`config.mk`:
```
export PLATFORM = sky130hd
export DESIGN_NAME = tournament_grant_ctrl
export DESIGN_NICKNAME = d
export VERILOG_FILES = /design/src/rtl/tournament_grant_ctrl.sv
export SDC_FILE = /design/constraint.sdc
export NUM_CORES = 1
export LEC_CHECK = 0
export ABC_AREA = 1
export CORE_UTILIZATION = 30
export CTS_CLUSTER_SIZE = 8
export DETAILED_ROUTE_END_ITERATION = 6
export SLEW_MARGIN = 10
export SYNTH_ARGS = -nofsm -noshare
export SYNTH_HDL_FRONTEND = slang
export SYNTH_SLANG_ARGS = --single-unit
```
`constraint.sdc`:
```
create_clock -name clock -period 1.65 [get_ports clock]
set_input_delay 0.33 -clock clock [delete_from_list [all_inputs] [get_ports clock]]
set_output_delay 0.33 -clock clock [all_outputs]
set_load 0.01 [all_outputs]
```
`src/rtl/tournament_grant_ctrl.sv`:
```
`default_nettype none
// ============================================================================
// Module   : tournament_grant_ctrl
// Purpose  : Grant stage behind the base-4 tournament selector. Captures the
//            winning entry, offers a one-hot grant to the winning requester,
//            holds it until the requester releases it, and masks the holder's
//            entry upstream so the tournament can pick the next winner.
// Ports    : clock      - system clock, rising edge
//            reset      - asynchronous active-low reset
//            I_Entry    - winning entry (bit WIDTH_UNITS is the valid bit)
//            I_Valid    - tournament any-input-valid flag
//            I_Win      - tournament one-hot win flags {V3,V2,V1,V0}
//            I_Stall    - downstream back-pressure, blocks new captures
//            I_Ack      - per-requester grant acceptance
//            I_Done     - per-requester release of a held grant
//            O_Grant    - one-hot grant offer/hold
//            O_Entry    - registered winning entry
//            O_Mask     - one-hot mask forcing the holder's entry invalid
//            O_Busy     - high whenever the controller is not idle
//            O_Timeout  - one-cycle pulse when an offer expires
// Revision : 1.0 - initial release
// ============================================================================
module tournament_grant_ctrl #(
    parameter int WIDTH_UNITS    = 8,
    parameter int WIDTH_TIMER    = 8,
    parameter int TIMEOUT_CYCLES = 16
) (
    input  logic                   clock,
    input  logic                   reset,
    input  logic [WIDTH_UNITS:0]   I_Entry,
    input  logic                   I_Valid,
    input  logic [3:0]             I_Win,
    input  logic                   I_Stall,
    input  logic [3:0]             I_Ack,
    input  logic [3:0]             I_Done,
    output logic [3:0]             O_Grant,
    output logic [WIDTH_UNITS:0]   O_Entry,
    output logic [3:0]             O_Mask,
    output logic                   O_Busy,
    output logic                   O_Timeout
);

    typedef enum logic [1:0] {
        S_IDLE    = 2'd0,
        S_OFFER   = 2'd1,
        S_HOLD    = 2'd2,
        S_RELEASE = 2'd3
    } state_t;

    // Last timer value of an offer: the offer lasts TIMEOUT_CYCLES cycles.
    localparam logic [WIDTH_TIMER-1:0] c_timer_last = WIDTH_TIMER'(TIMEOUT_CYCLES - 1);

    state_t                  r_state;
    logic [WIDTH_TIMER-1:0]  r_timer;
    logic [3:0]              r_idx;      // captured winner, kept one-hot

    logic                    w_win_onehot;
    logic                    w_capture;
    logic                    w_ack;
    logic                    w_done;

    // The tournament still flags a winner when every entry is invalid, so the
    // entry's own valid bit and a strictly one-hot win vector are both needed.
    assign w_win_onehot = (I_Win != 4'd0) && ((I_Win & (I_Win - 4'd1)) == 4'd0);
    assign w_capture    = I_Valid & I_Entry[WIDTH_UNITS] & ~I_Stall & w_win_onehot;

    // Only the captured requester's ack/done bits matter.
    assign w_ack  = |(I_Ack  & r_idx);
    assign w_done = |(I_Done & r_idx);

    always_ff @(posedge clock or negedge reset) begin
        if (!reset) begin
            r_state   <= S_IDLE;
            r_timer   <= '0;
            r_idx     <= '0;
            O_Grant   <= '0;
            O_Entry   <= '0;
            O_Mask    <= '0;
            O_Busy    <= 1'b0;
            O_Timeout <= 1'b0;
        end else begin
            O_Timeout <= 1'b0;
            case (r_state)
                S_IDLE: begin
                    if (w_capture) begin
                        r_state <= S_OFFER;
                        r_idx   <= I_Win;
                        O_Entry <= I_Entry;
                        O_Grant <= I_Win;
                        r_timer <= '0;
                        O_Busy  <= 1'b1;
                    end
                end
                S_OFFER: begin
                    // Ack takes priority over an expiry in the same cycle.
                    if (w_ack) begin
                        r_state <= S_HOLD;
                        O_Mask  <= r_idx;
                    end else if (r_timer == c_timer_last) begin
                        r_state   <= S_IDLE;
                        O_Grant   <= '0;
                        O_Entry   <= '0;
                        O_Busy    <= 1'b0;
                        O_Timeout <= 1'b1;
                    end else begin
                        r_timer <= r_timer + 1'b1;
                    end
                end
                S_HOLD: begin
                    if (w_done) begin
                        r_state <= S_RELEASE;
                        O_Grant <= '0;
                        O_Mask  <= '0;
                        O_Entry <= '0;
                    end
                end
                S_RELEASE: begin
                    // No capture here: the tournament needs one cycle to
                    // re-evaluate with the mask removed.
                    r_state <= S_IDLE;
                    O_Busy  <= 1'b0;
                end
                default: begin
                    r_state <= S_IDLE;
                    O_Grant <= '0;
                    O_Mask  <= '0;
                    O_Entry <= '0;
                    O_Busy  <= 1'b0;
                end
            endcase
        end
    end

endmodule
`default_nettype wire

```
==> results by stage <==
Outcome:
- The flow ran to the end, and the final reports show no timing, DRC or antenna violations.

GRT:
- After global routing the overflow that remains totals 0.
- The global-route wire length before repair is about 7300 microns.
- The initial antenna violation count is 0.
- In the global route stage, overall resource usage came out at 0.146.
- The largest net degree at the start of global routing is 34.
- The number of global-route vias before repair is between 1,500 and 2,000.

Logic synthesis:
- Summing every instance area after synthesis gives 0.00187 sq mm.
- The count of state elements after synthesis is 33.
- The Yosys step of the flow raised 0 warnings.
- The share of synthesized registers carrying an async set or reset is 1.00.
- In this run, distinct cell masters in the synthesized netlist total 23.
- The post-synthesis sequential area ratio is 0.441.
- The number of flops mapped to enable cells by yosys is 0.
- The mean area per synthesized cell is a little under 8 sq um.
- In the synthesized netlist the dominant register cell turns out to be sky130_fd_sc_hd__dfrtp_1.
- The number of nets handed over by synthesis was ~270.
- Synthesis produced roughly 240 cells.

Timing:
- The worst hold margin is between 0.4 and 0.5 ns.
- Setup violations remaining at the end of the flow were counted as 0.
- The headroom to the max-slew limit is 0.716.
- The number of hold-slack violations in the final timing report is 0.
- For the pin with the worst max-slew slack, the measured transition is between 0.4 and 0.5 ns.
- The clock period minus final worst setup slack is 1.60 ns.
- On the final layout, the worst clock skew is 0.00451 ns.
- The maximum clock frequency is roughly 620 MHz.
- Setup repair after global routing could not meet its margin everywhere.
- The final number of max-transition violations is 0.
- Dividing the final minimum period by the clock period gives 0.971.

Detailed routing:
- The pre-antenna-repair detailed-routing pass consisted of 4 iterations.
- The detailed router placed between 1,500 and 2,000 vias in this run.
- The average via count per standard cell is approximately 4.5.
- The number of nets with antenna violations after routing is 0.
- After detailed routing, the average wire length per cell comes to 11.1 microns.
- The final layout contains routed wiring with a total length of 4350 microns.
- In this run, the number of DRC markers left after iteration 0 of detailed routing was 97.
- After detailed routing, the number of remaining DRC violations is 0.

Die:
- The die area is approximately 0.0066 sq mm.
- The initial core utilization is 0.314.
- The area of the core region is slightly below 0.006 sq mm.
- The die is just over 80 microns wide.
- From bottom edge to top edge, the die measures around 81 microns.
- For this design the top-level I/O count stands at 44.
- The number of placement rows is 28.

Place:
- The sum of net half-perimeters after detailed placement is between 3000 and 4000 microns.
- At the end of routability-driven placement, the weighted congestion stood at approximately 0.81.
- During placement, the flow inserted port buffers numbering 43.

Power and ir drop:
- The power per cell area is roughly 1700 mW/mm^2.
- The worst-case IR drop observed on VDD is 0.900 mV.
- Summed over all cells, the static leakage comes to 1.32 nW.
- Summing internal, switching and leakage power gives 4.79 mW.

Clock tree:
- The maximum count of clock buffers along a single path is 2.
- The clock tree synthesis step divided the H-tree into 2 levels.
- The tree built by TritonCTS fans out to 33 sinks.
- Clock tree synthesis selected as its root buffer the cell sky130_fd_sc_hd__clkbuf_8.
- Clock latency on the worst-skew pair, taken at its later pin, is between 0.2 and 0.3 ns.
- The clock-pin transition on the worst setup and hold timing paths is 0.06 ns.
- TritonCTS built the clock tree.
- The total clock buffers created by CTS is 5.

Finish:
- The area added between synthesis and finish is 48.3%.
- 0 antenna diodes ended up in the layout.
- The core utilization of the finished layout is 0.466.
- The share of cells above drive strength 1 is 0.266.
- The leading cell type in the layout, fill and taps excluded is sky130_fd_sc_hd__nand2_1.
- The top cell types in the final layout, fill and taps aside, are sky130_fd_sc_hd__nand2_1, sky130_fd_sc_hd__clkdlybuf4s50_1, sky130_fd_sc_hd__dfrtp_1.
- After the last flow step, the layout net total stands at 345.

Job:
- The count of maximum capacitance violations is 0.

Worst setup path:
- Across all register-to-register paths, the minimum setup slack is just under 0.05 ns.
- The critical path data required time is 1.86 ns.
- STA classifies the critical path endpoint as a flip-flop.
- The critical path is of the flip-flop to flip-flop type.
- The maximum fanout count along the critical path is 13.
- The kind of start point of the critical path is a flip-flop.
- Data on the critical path arrives at its endpoint at ~1.8 ns.
- The terminus of the critical flop-to-flop path is O_Grant[0]$_DFFE_PN0P_.
- The worst setup path endpoint is O_Grant[0]$_DFFE_PN0P_.
- For the worst flop-to-flop path, the logic depth is 8.

Min path:
- The worst min-delay path category is input pin to async pin.
==> where the power goes <==
group	internal [mW]	switching [mW]	leakage (nW)
Clock	0.299	0.284	0.0395
Combinational	1.34	1.55	0.850
Sequential	1.10	0.216	0.429
Total	2.74	2.05	1.32
==> state kept, by name (all words and copies together), names as in the netlist, named ones only <==
signal     count
O_Busy         1
O_Entry        9
O_Grant        4
O_Mask         4
O_Timeout      1
r_idx          4
r_state        1
r_timer        8
==> worst min-delay path by stage <==
stage | from | endpoint | slack (ns) | cells past startpoint
6_report | reset | O_Entry[3]$_DFFE_PN0P_ | 0.45 | 2
5_1_grt | reset | O_Entry[3]$_DFFE_PN0P_ | 0.50 | 2
4_1_cts | reset | r_timer[7]$_DFFE_PN0P_ | 0.48 | 2
3_5_place_dp | O_Entry[7]$_DFFE_PN0P_ | O_Entry[7]$_DFFE_PN0P_ | 0.47 | 2
3_3_place_gp | O_Grant[1]$_DFFE_PN0P_ | O_Grant[1]$_DFFE_PN0P_ | 0.47 | 2
2_1_floorplan | reset | O_Busy$_DFFE_PN0P_ | 0.03 | 0
==> cell type report <==
| type | instances | area [sq um] |
|---|---|---|
| repair buffers | 73 | 703 |
| well taps | 75 | 93.8 |
| fillers | 596 | 3180 |
| multi-input cells | 179 | 986 |
| flip-flops and latches | 33 | 827 |
| inverters | 23 | 86.3 |
| clock buffers | 8 | 80.1 |
==> logic make-up (layout without fill, tap and decap cells) <==
group | count (synthesis) | count (layout) | synth area share
AO/OA/AOI/OAI | 24 | 24 | 0.0996
XOR/XNOR | 4 | 4 | 0.0187
adder cells (fa/ha/maj) | 5 | 5 | 0.0334
buffers and inverters | 27 | 104 | 0.0628
flip-flops | 33 | 33 | 0.441
AND/OR/NAND/NOR | 146 | 146 | 0.344
==> worst max-delay path: stages (launching register included) <==
cell	delay (ns)
sky130_fd_sc_hd__dfrtp_1	0.41
sky130_fd_sc_hd__buf_4	0.15
sky130_fd_sc_hd__ha_2	0.19
sky130_fd_sc_hd__nand3_1	0.10
sky130_fd_sc_hd__nor2_2	0.05
sky130_fd_sc_hd__nor2_2	0.16
sky130_fd_sc_hd__nand3_4	0.14
sky130_fd_sc_hd__clkbuf_16	0.21
sky130_fd_sc_hd__o21ai_2	0.12
==> metal layers <==
layer | wire (microns) | track usage | up-vias
li1 | - | - | 902
met1 | 2070 | 0.186 | 777
met2 | 1900 | 0.220 | 57
met3 | 322 | 0.0652 | 6
met4 | 47 | 0.0429 | 0
met5 | 0 | 0 | -
==> cells in the mapped netlist (all sizes together), types with 2 or more instances <==
| master | instances | area share |
|---|---|---|
| o21ai | 18 | 0.074 |
| xor2 | 2 | 0.0094 |
| nor2 | 31 | 0.072 |
| nand2 | 89 | 0.19 |
| nand3 | 24 | 0.074 |
| buf | 3 | 0.015 |
| xnor2 | 2 | 0.0094 |
| dfrtp | 33 | 0.44 |
| inv | 23 | 0.046 |
| a21oi | 2 | 0.0094 |
| o21a | 4 | 0.016 |
| ha | 5 | 0.033 |
==> timing repair <==
action | CTS | global route
buffers inserted | 0 | 6
resized for setup | 1 | 19
cloned | 0 | 2
pin swaps | 0 | 2
endpoints found under the setup margin | 13 | 31
endpoints found under the hold margin | 0 | 0
hold buffers | 0 | 0
==> through the flow <==
stage	cells	area [sq um]	TNS, ns	setup slack (ns)
global placement	375	2540	-4.33	-0.200
global route	391	2780	-0.534	-0.0468
detailed placement	375	2540	-5.77	-0.239
CTS	383	2630	0	0.0191
finish	391	2780	0	0.0482
floorplan	239	1870	0	0.0738
Power figures use the tool's default switching activity.
